[config.mk]
export PLATFORM = sky130hd
export DESIGN_NAME = ub_stream_reader
export DESIGN_NICKNAME = d
export VERILOG_FILES = /design/src/rtl/tpu_ub_pkg.sv /design/src/rtl/ub_rd_fifo.sv /design/src/rtl/ub_stream_reader.sv
export SDC_FILE = /design/constraint.sdc
export NUM_CORES = 2
export LEC_CHECK = 0
export BUFFER_PORTS_ARGS = -buffer_cell sky130_fd_sc_hd__buf_2
export CAP_MARGIN = 20
export CORE_ASPECT_RATIO = 0.8
export CORE_MARGIN = 2
export CORE_UTILIZATION = 61
export DETAILED_ROUTE_END_ITERATION = 7
export PLACE_DENSITY_LB_ADDON = 0.15
export SLEW_MARGIN = 20
export SYNTH_ARGS = -nofsm -noshare
export SYNTH_HDL_FRONTEND = slang
export SYNTH_MEMORY_MAX_BITS = 65536
export SYNTH_SLANG_ARGS = --single-unit
export TNS_END_PERCENT = 1
[constraint.sdc]
create_clock -name clk -period 11.1 [get_ports clk]
set_input_delay 1.665 -clock clk [delete_from_list [all_inputs] [get_ports clk]]
set_output_delay 1.665 -clock clk [all_outputs]
set_load 0.02 [all_outputs]
[src/rtl/tpu_ub_pkg.sv]
// Shared unified-buffer definitions: default UB geometry and the reader state encoding.
package tpu_ub_pkg;

    localparam int UB_DATA_WIDTH = 256;
    localparam int UB_ADDR_WIDTH = 8;

    typedef enum logic [1:0] {
        IDLE  = 2'd0,
        REQ   = 2'd1,
        WAIT  = 2'd2,
        DRAIN = 2'd3
    } ub_rd_state_t;

endpackage

[src/rtl/ub_rd_fifo.sv]
// Output FIFO for the UB stream reader: synchronous, show-ahead head, simultaneous push/pop,
// with occupancy and free-count outputs and a synchronous flush.
module ub_rd_fifo #(
    parameter int WIDTH = 257,
    parameter int DEPTH = 16,
    localparam int CNT_W = $clog2(DEPTH + 1)
) (
    input  logic             clk,
    input  logic             rst_n,
    input  logic             flush,
    input  logic             push,
    input  logic [WIDTH-1:0] push_data,
    input  logic             pop,
    output logic [WIDTH-1:0] pop_data,
    output logic [CNT_W-1:0] count,
    output logic [CNT_W-1:0] free
);
    localparam int PTR_W = (DEPTH > 1) ? $clog2(DEPTH) : 1;
    localparam logic [PTR_W-1:0] PTR_LAST = PTR_W'(DEPTH - 1);
    localparam logic [PTR_W-1:0] PTR_ONE  = PTR_W'(1);
    localparam logic [CNT_W-1:0] CNT_ONE  = CNT_W'(1);
    localparam logic [CNT_W-1:0] CNT_FULL = CNT_W'(DEPTH);

    logic [WIDTH-1:0] mem [DEPTH];
    logic [PTR_W-1:0] wr_ptr_q, wr_ptr_d, rd_ptr_q, rd_ptr_d;
    logic [CNT_W-1:0] count_q, count_d;
    logic             do_push, do_pop;

    function automatic logic [PTR_W-1:0] ptr_inc(input logic [PTR_W-1:0] p);
        return (p == PTR_LAST) ? '0 : p + PTR_ONE;
    endfunction

    assign do_push = push && !flush && (count_q != CNT_FULL);
    assign do_pop  = pop && !flush && (count_q != '0);

    always_comb begin
        wr_ptr_d = do_push ? ptr_inc(wr_ptr_q) : wr_ptr_q;
        rd_ptr_d = do_pop ? ptr_inc(rd_ptr_q) : rd_ptr_q;
        count_d  = count_q;
        case ({do_push, do_pop})
            2'b10:   count_d = count_q + CNT_ONE;
            2'b01:   count_d = count_q - CNT_ONE;
            default: count_d = count_q;
        endcase
        if (flush) begin
            wr_ptr_d = '0;
            rd_ptr_d = '0;
            count_d  = '0;
        end
    end

    always_ff @(posedge clk) begin
        if (!rst_n) begin
            wr_ptr_q <= '0;
            rd_ptr_q <= '0;
            count_q  <= '0;
        end else begin
            wr_ptr_q <= wr_ptr_d;
            rd_ptr_q <= rd_ptr_d;
            count_q  <= count_d;
        end
    end

    // Storage needs no reset: occupancy alone decides what is valid.
    always_ff @(posedge clk) begin
        if (do_push) begin
            mem[wr_ptr_q] <= push_data;
        end
    end

    assign pop_data = mem[rd_ptr_q];
    assign count    = count_q;
    assign free     = CNT_FULL - count_q;

endmodule

[src/rtl/ub_stream_reader.sv]
// Streams a command's word range out of the unified buffer in wrap-safe chunks through an output FIFO.
// Define UB_READER_TIMEOUT_EN to add the beat-starvation timeout and the sticky err_timeout flag.
module ub_stream_reader
    import tpu_ub_pkg::*;
#(
    parameter int DATA_WIDTH = UB_DATA_WIDTH,
    parameter int ADDR_WIDTH = UB_ADDR_WIDTH,
    parameter int CHUNK      = 8,
    parameter int FIFO_DEPTH = 16,
    parameter int TIMEOUT    = 64
) (
    input  logic                  clk,
    input  logic                  rst_n,
    input  logic                  cmd_valid,
    output logic                  cmd_ready,
    input  logic [ADDR_WIDTH:0]   cmd_addr,
    input  logic [ADDR_WIDTH:0]   cmd_count,
    output logic                  ub_rd_en,
    output logic [ADDR_WIDTH:0]   ub_rd_addr,
    output logic [ADDR_WIDTH:0]   ub_rd_count,
    input  logic [DATA_WIDTH-1:0] ub_rd_data,
    input  logic                  ub_rd_valid,
    input  logic                  ub_busy,
    output logic                  m_valid,
    input  logic                  m_ready,
    output logic [DATA_WIDTH-1:0] m_data,
    output logic                  m_last,
    output logic                  done,
    output logic                  err_timeout
);
    localparam int AW    = ADDR_WIDTH;
    localparam int AW1   = ADDR_WIDTH + 1;
    localparam int CNT_W = $clog2(FIFO_DEPTH + 1);
    localparam logic [AW:0] A_ONE     = AW1'(1);
    localparam logic [AW:0] CHUNK_MAX = AW1'(CHUNK);
    localparam logic [AW:0] BANK_SPAN = AW1'(1) << AW;

    ub_rd_state_t state_q, state_d;
    logic [AW:0] cur_addr_q, cur_addr_d, remaining_q, remaining_d;
    logic [AW:0] chunk_q, chunk_d, beat_cnt_q, beat_cnt_d;
    logic [AW:0] ub_rd_addr_q, ub_rd_addr_d, ub_rd_count_q, ub_rd_count_d;
    logic        ub_rd_en_q, ub_rd_en_d, done_q, done_d;
    logic [AW:0] wrap_room, chunk_sz;
    logic [CNT_W-1:0] fifo_count, fifo_free;
    logic        fifo_push, fifo_pop, fifo_flush, push_last, head_last, issue_ok;
    logic [DATA_WIDTH:0] head_word;

`ifdef UB_READER_TIMEOUT_EN
    localparam int TO_W = $clog2(TIMEOUT + 1);
    localparam logic [TO_W-1:0] TO_LAST = TO_W'(TIMEOUT - 1);
    localparam logic [TO_W-1:0] TO_ONE  = TO_W'(1);
    logic [TO_W-1:0] to_cnt_q, to_cnt_d;
    logic            err_q, err_d;
`endif

    // A request never runs past the end of the bank, so its addresses stay contiguous for the UB.
    always_comb begin
        wrap_room = BANK_SPAN - {1'b0, cur_addr_q[AW-1:0]};
        chunk_sz  = remaining_q;
        if (chunk_sz > CHUNK_MAX) chunk_sz = CHUNK_MAX;
        if (chunk_sz > wrap_room) chunk_sz = wrap_room;
    end

    assign issue_ok  = !ub_busy && (32'(fifo_free) >= 32'(chunk_sz));
    assign fifo_push = (state_q == WAIT) && ub_rd_valid;
    assign push_last = (remaining_q - beat_cnt_q) == A_ONE;
    assign m_valid   = (fifo_count != '0);
    assign fifo_pop  = m_valid && m_ready;
    assign head_last = head_word[DATA_WIDTH];

    always_comb begin
        state_d       = state_q;
        cur_addr_d    = cur_addr_q;
        remaining_d   = remaining_q;
        chunk_d       = chunk_q;
        beat_cnt_d    = beat_cnt_q;
        ub_rd_en_d    = 1'b0;
        ub_rd_addr_d  = ub_rd_addr_q;
        ub_rd_count_d = ub_rd_count_q;
        done_d        = 1'b0;
        fifo_flush    = 1'b0;
`ifdef UB_READER_TIMEOUT_EN
        err_d    = err_q;
        to_cnt_d = '0;
`endif
        case (state_q)
            IDLE: begin
                if (cmd_valid) begin
                    cur_addr_d  = cmd_addr;
                    remaining_d = cmd_count;
`ifdef UB_READER_TIMEOUT_EN
                    err_d = 1'b0;
`endif
                    if (cmd_count == '0) done_d = 1'b1;
                    else                 state_d = REQ;
                end
            end
            REQ: begin
                if (issue_ok) begin
                    ub_rd_en_d    = 1'b1;
                    ub_rd_addr_d  = cur_addr_q;
                    ub_rd_count_d = chunk_sz;
                    chunk_d       = chunk_sz;
                    beat_cnt_d    = '0;
                    state_d       = WAIT;
                end
            end
            WAIT: begin
                if (ub_rd_valid) begin
                    if (beat_cnt_q + A_ONE == chunk_q) begin
                        cur_addr_d  = {cur_addr_q[AW], cur_addr_q[AW-1:0] + chunk_q[AW-1:0]};
                        remaining_d = remaining_q - chunk_q;
                        beat_cnt_d  = '0;
                        state_d     = (remaining_q == chunk_q) ? DRAIN : REQ;
                    end else begin
                        beat_cnt_d = beat_cnt_q + A_ONE;
                    end
                end
`ifdef UB_READER_TIMEOUT_EN
                else if (to_cnt_q == TO_LAST) begin
                    err_d      = 1'b1;
                    fifo_flush = 1'b1;
                    state_d    = IDLE;
                end else begin
                    to_cnt_d = to_cnt_q + TO_ONE;
                end
`endif
            end
            DRAIN: begin
                if (fifo_pop && head_last) begin
                    done_d  = 1'b1;
                    state_d = IDLE;
                end
            end
            default: state_d = IDLE;
        endcase
    end

    always_ff @(posedge clk) begin
        if (!rst_n) begin
            state_q       <= IDLE;
            cur_addr_q    <= '0;
            remaining_q   <= '0;
            chunk_q       <= '0;
            beat_cnt_q    <= '0;
            ub_rd_en_q    <= 1'b0;
            ub_rd_addr_q  <= '0;
            ub_rd_count_q <= '0;
            done_q        <= 1'b0;
        end else begin
            state_q       <= state_d;
            cur_addr_q    <= cur_addr_d;
            remaining_q   <= remaining_d;
            chunk_q       <= chunk_d;
            beat_cnt_q    <= beat_cnt_d;
            ub_rd_en_q    <= ub_rd_en_d;
            ub_rd_addr_q  <= ub_rd_addr_d;
            ub_rd_count_q <= ub_rd_count_d;
            done_q        <= done_d;
        end
    end

`ifdef UB_READER_TIMEOUT_EN
    always_ff @(posedge clk) begin
        if (!rst_n) begin
            to_cnt_q <= '0;
            err_q    <= 1'b0;
        end else begin
            to_cnt_q <= to_cnt_d;
            err_q    <= err_d;
        end
    end
    assign err_timeout = err_q;
`else
    assign err_timeout = 1'b0;
`endif

    ub_rd_fifo #(
        .WIDTH (DATA_WIDTH + 1),
        .DEPTH (FIFO_DEPTH)
    ) u_fifo (
        .clk       (clk),
        .rst_n     (rst_n),
        .flush     (fifo_flush),
        .push      (fifo_push),
        .push_data ({push_last, ub_rd_data}),
        .pop       (fifo_pop),
        .pop_data  (head_word),
        .count     (fifo_count),
        .free      (fifo_free)
    );

    assign cmd_ready   = (state_q == IDLE);
    assign ub_rd_en    = ub_rd_en_q;
    assign ub_rd_addr  = ub_rd_addr_q;
    assign ub_rd_count = ub_rd_count_q;
    assign m_data      = head_word[DATA_WIDTH-1:0];
    // Head contents are undefined while empty, so last is only meaningful with valid.
    assign m_last      = m_valid && head_last;
    assign done        = done_q;

endmodule
Word level (Yosys, flattened, before mapping)
Memory sizes are Yosys's and may differ from the RTL's. A register that Yosys moved wholly into a read port is not among the register bits.
Index checks and enable logic that the tools add are counted.
{"block": "totals", "reg_bits": 62, "mem_count": 1, "elab_cells": 98, "inputBits": 280, "ramBits": 4112}
{"block": "classes", "reduce_logical": 20, "n_mux": 34, "order_cmp": 3, "bitwise": 1, "n_eq_ne": 17, "n_addsub": 10}
{"name": "u_fifo.mem", "words": 16, "word_bits": 257, "rd": 1, "rd_ports_with_merged_regs": 1, "write_ports": 1, "line_no": "ub_rd_fifo.sv:24", "text": "logic [WIDTH-1:0] mem [DEPTH];"}
{"operator": "$mux 9", "n": 9}
{"operator": "$pmux 9 s2", "n": 3}
{"operator": "$eq 9x9->1", "n": 2}
{"operator": "$sub 9x9->9", "n": 2}
{"operator": "$mux 4", "n": 4}
{"operator": "$mux 8", "n": 2}
{"operator": "$mux 2", "n": 7}
{"operator": "$ne 2x2->1 const B", "n": 5}
{"operator": "$pmux 5 s2", "n": 1}
{"operator": "$add 9x1->9 const B", "n": 1}
{"operator": "$eq 9x1->1 const B", "n": 1}
{"operator": "$ge 5x9->1", "n": 1}
{"operator": "$gt 9x4->1 const B", "n": 1}
{"operator": "$gt 9x9->1", "n": 1}
{"operator": "$logic_not 9->1", "n": 1}
{"operator": "$sub 9x8->9 const A", "n": 1}
{"operator": "$add 4x1->4 const B", "n": 2}
{"operator": "$add 8x8->8", "n": 1}
{"operator": "$eq 4x4->1 const B", "n": 2}
{"operator": "$pmux 2 s4", "n": 1}
{"operator": "$logic_and 1x1->1", "n": 7}
{"operator": "$eq 2x2->1 const B", "n": 3}
{"operator": "$mux 1", "n": 6}
{"operator": "$reduce_and 3->1", "n": 2}
{"operator": "other kinds (15)", "n": 19}

Logic depth before layout (Yosys ltp)
{"block": "depth", "depth_word": 8, "mapped_depth": 19}

Hierarchy
Synthesis repeated with hierarchy kept, for this count alone.
{"block": "unflattened", "cells_unflattened": 6633, "hier_area_um2": 159550.5}
{"mod": "ub_rd_fifo", "cells_per_inst": 6154, "area_per_inst_um2": 155585.5, "instances": 1}
{"mod": "ub_stream_reader", "cells_per_inst": 479, "area_per_inst_um2": 3965.1, "instances": 1}

Worst setup path after synthesis
No wires, ideal clock.
{"block": "synth_timing", "path_kind": "input -> register", "startpoint": "input port ub_rd_valid", "endpoint": "memory u_fifo.mem[10][0], enable pin", "stages": 5, "t_arrival_ns": 8.272, "setup_slack_ns": 2.178, "n_path_buf": 0, "setup_ns": 0.649, "cell_sequence": "nand2_1 -> nor2_1 -> inv_1 -> nor3b_1 -> and2_1"}
{"block": "synth_via", "elab_chain_cells": 4}
{"element": "start: declaration", "line_no": "ub_stream_reader.sv:22", "text": "input logic ub_rd_valid,"}
{"element": "$logic_and 1x1->1", "line_no": "ub_stream_reader.sv:65", "text": "assign fifo_push = (state_q == WAIT) && ub_rd_valid;"}
{"element": "$logic_and 1x1->1", "line_no": "ub_rd_fifo.sv:33", "text": "assign do_push = push && !flush && (count_q != CNT_FULL);"}
{"element": "$mux 1", "line_no": "ub_rd_fifo.sv:66", "text": "if (do_push) begin"}
{"element": "$mux 1 (not written as such)", "line_no": "ub_rd_fifo.sv:67", "text": "mem[wr_ptr_q] <= push_data;"}
{"element": "end: declaration", "line_no": "ub_rd_fifo.sv:24"}
Every way passes these cells.

==> metrics.md <==
| Metric | Value |
|---|---|
| DRC violations left | `0` |
| Num CTS Buffers | `390` |
| Switching Fraction | `23.3%` |
| Die ar. | `265000 um2` |
| Placed cell area | `166000 um2` |
| RR Endpoint | `beat_cnt_q[6]` |
| Placement Setup Slack | `5.30 ns` |
| Leakage power | `54.8 nW` |
| Setup ws final | `4.87 ns` |
| Skew final | `0.0556 ns` |
| Final net count | `7571` |
| Post_cts resized | `0` |
| Clock root cell | `clkbuf_16` |
| Die Span Y | `461 um` |
| Total GRT Usage | `27.2%` |
| Post-route insts no fill | `11046` |
| Logic pwr share | `13.5%` |
| Slowest cell on the critical path | `buf_4` |
| CP max FO | `125` |
| Max Freq | `160 MHz` |
| Largest net degree at the start of global routing | `146` |
| CTS max path bufs | `4` |
| Post-synthesis sequential area ratio | `78.5%` |
| Clock share of power | `37.0%` |
| Synth Instances | `6484` |
| Largest family of logic cells by synthesized area | `multiplexers` |
| Synth cell types | `68` |
| Final max-slew violation count | `0` |
| CTS tree | `yes` |
| Vias/cell | `6.63` |
| Rel. slew slack | `19.0%` |
| EDFF count, synth | `4112` |
| Post-synthesis mux area share | `18.0%` |
| GPL Wtd Cong | `0.804` |
| Post-detail-place hpwl | `181000 um` |
| Layout cells sized above 1 | `33.0%` |
| Adder-Cell Fraction of Synth Area | `0.483%` |
| Synth Area in Simple Gates | `0.894%` |
| Worst EP arrival | `4.57 ns` |
| Starting Density | `61.4%` |
| Drt first pass iters | `5` |
| Post-Synthesis Cell Area | `159000 um2` |
| Final Hold Viols | `0` |
| DRT Wirelength | `357000 um` |
| Final setup violating endpoints | `0` |
| PD cells | `199 nW/um2` |
| Initial antenna violation count | `111` |
| Initial DRC count | `8177` |
| Routed Antenna Nets | `0` |
| Crit path capture | `m_data[115]` |
| H-tree Lvls | `5` |
| Min Tclk post-route | `6.23 ns` |
| Crit-path cells | `buf_12 > buf_4 > mux4_2 > mux4_2 > buf_2` |
| Chip width | `575 um` |
| Worst min path class | `flop to flop` |
| Outcome | `finished clean` |
| Vias | `73216` |
| Sequential power share | `49.5%` |
| Post-CTS setup buffers | `0` |
| R2R cell count | `18` |
| First-pass GRT wire length | `518000 um` |
| Post-route cell area | `179000 um2` |
| DR WL/cell | `32.3 um` |
| Int Power | `27.3 mW` |
| RSZ-0062 raised after global routing | `false` |
| Slew @ Worst Pin | `1.22 ns` |
| Reg-to-reg startpoint | `remaining_q[4]` |
| Synth Register Bits | `4178` |
| Placed Instances | `10301` |
| Ports | `560` |
| Switch Pwr | `8.29 mW` |
| Synth Warn # | `0` |
| Reg area | `125000 um2` |
| Number of global-route vias before repair | `73731` |
| CP peak stage delay | `0.88 ns` |
| TNS Setup | `0 ns` |
| Critical path class | `flop to output port` |
| IO Port Bufs | `558` |
| Crit. End Element | `output port` |
| Core footprint | `259000 um2` |
| Clk sinks | `4178` |
| FF-to-FF setup slack | `5.40 ns` |
| Grt ovf | `0` |
| Std cell rows | `167` |
| Top_reg_cell synth | `edfxtp_1` |
| Fill cell count | `15376` |
| Worst IR Drop VDD | `0.000160 V` |
| Area occupied by multi-input gates | `32700 um2` |
| Critical Path RT | `9.44 ns` |
| Fraction of registers with async set/reset | `0%` |
| Share of the clock period used by the worst path after layout | `56.2%` |
| Max-cap viol count | `0` |
| Syn_area_per_cell | `24.5 um2` |
| CP startpoint kind | `flop` |
| Hold_buf cts | `0` |
| Synth Area in XOR/XNOR | `0.220%` |
| Worst path most repeated cell | `mux4_2` |
| Synthesis-to-layout area growth | `12.6%` |
| Post-synthesis compound-gate area fraction | `0.983%` |
| Clock latency on the worst-skew pair | `0.90 ns` |
| Clock slew at reported path FFs | `0.06 ns` |
## layout make-up
| class | count | area share (%) |
|---|---|---|
| clock inverter | 238 | 1.31 |
| inverter | 48 | 0.101 |
| clock buffer | 464 | 5.69 |
| antenna | 40 | 0.0559 |
| tap | 3464 | 2.42 |
| timing repair buffer | 680 | 2.37 |
| sequential | 4178 | 69.8 |
| multi-input combinational | 1934 | 18.3 |
## state kept, by name, summed over array words and instances (netlist names), named ones only
| name | cells |
|---|---|
| remaining_q | 9 |
| beat_cnt_q | 9 |
| ub_rd_addr | 9 |
| done | 1 |
| u_fifo.mem | 4112 |
| u_fifo.count | 5 |
| state_q | 2 |
| u_fifo.wr_ptr_q | 4 |
| cur_addr_q | 9 |
| ub_rd_count | 9 |
| u_fifo.rd_ptr_q | 4 |
| ub_rd_en | 1 |
## kinds of logic after synthesis
family,after synthesis
compound gates,244
other cells,1
xor+xnor,40
fa+ha+maj,59
buf+inv,377
simple gates,269
mux,1316
flops,4178
## power groups by stage
stage                     sequential (mW)  combinational [mW]  clock, mW
after floorplan                      17.9                3.49          0
after global placement               18.0                4.75          0
after detailed placement             18.0                4.81          0
after CTS                            17.6                4.83       13.4
after global routing                 17.6                5.19       14.0
final                                17.6                4.79       13.1
## synth_stat cells (all sizes together) (3+ instances only)
cell	instances	share of area [%]
edfxtp	4112	78
mux4	1227	17
clkbuf	208	0.49
buf	121	0.32
a21oi	100	0.32
mux2i	81	0.51
a211oi	76	0.36
nor2b	70	0.28
dfxtp	66	0.83
nor2	60	0.14
ha	55	0.43
inv	47	0.11
nand2	44	0.10
o21ai	22	0.069
nand3	21	0.066
xnor2	20	0.11
xor2	20	0.11
and2	18	0.071
nor3	10	0.031
and3	9	0.035
mux2	8	0.066
or3	7	0.031
a21o	6	0.028
a31oi	6	0.024
nand4	5	0.020
and4	4	0.022
fa	4	0.050
nand2b	4	0.016
o211ai	4	0.019
a2111oi	3	0.017
nand3b	3	0.014
nor4	3	0.012
or4	3	0.014
## metal layers
metal / GRT usage, % / vias up / wire [um]
met2: 42.3 / 3320 / 172000
met4: 6.90 / 92 / 8450
li1: - / 29573 / -
met5: 0 / - / 566
met3: 6.21 / 615 / 33500
met1: 40.0 / 39616 / 143000
## worst max-delay path, delay by kind of cell, from the launching register on
family / cells / cell delay [ns]
flip-flops: 1 / 0.74
buffers and inverters: 3 / 1.64
multiplexers: 2 / 0.96
## metrics by stage
step / hold WS, ns / utilization (%) / power (mW)
after floorplan: 0.436 / - / 21.4
after global placement: 0.469 / 64.2 / 22.7
after detailed placement: 0.480 / 64.2 / 22.8
after CTS: 0.492 / 69.0 / 35.8
after global routing: 0.529 / 69.1 / 36.8
final: 0.498 / 69.1 / 35.5
## cells in the final DEF, fill, tap and decap left out, drive strengths merged, types with 5 or more instances in the layout
| cell | netlist | layout |
|---|---|---|
| buf | 121 | 680 |
| bufinv | 0 | 42 |
| dfxtp | 66 | 66 |
| and3 | 9 | 9 |
| nand3 | 21 | 21 |
| ha | 55 | 55 |
| nor2b | 70 | 70 |
| mux2i | 81 | 81 |
| conb | 1 | 6 |
| nor2 | 60 | 60 |
| clkbuf | 208 | 464 |
| or3 | 7 | 7 |
| nand2 | 44 | 44 |
| inv | 47 | 55 |
| mux4 | 1227 | 1227 |
| clkinvlp | 0 | 18 |
| diode | 0 | 40 |
| nand4 | 5 | 5 |
| mux2 | 8 | 8 |
| o21ai | 22 | 22 |
| and2 | 18 | 18 |
| a31oi | 6 | 6 |
| clkinv | 1 | 171 |
| a211oi | 76 | 76 |
| nor3 | 10 | 10 |
| a21o | 6 | 6 |
| xnor2 | 20 | 20 |
| edfxtp | 4112 | 4112 |
| xor2 | 20 | 20 |
| a21oi | 100 | 100 |
## worst min-delay path by stage
| stage | startpoint | end | slack [ns] | cells after the start |
|---|---|---|---|---|
| after global placement | ub_rd_addr[1] | ub_rd_addr[1] | 0.47 | 2 |
| after global routing | cur_addr_q[8] | cur_addr_q[8] | 0.53 | 2 |
| after detailed placement | cur_addr_q[8] | cur_addr_q[8] | 0.48 | 2 |
| final | ub_rd_addr[7] | ub_rd_addr[7] | 0.50 | 2 |
| after CTS | cur_addr_q[8] | cur_addr_q[8] | 0.49 | 2 |
| after floorplan | cur_addr_q[8] | cur_addr_q[8] | 0.44 | 2 |
Power figures use the tool's default switching activity.
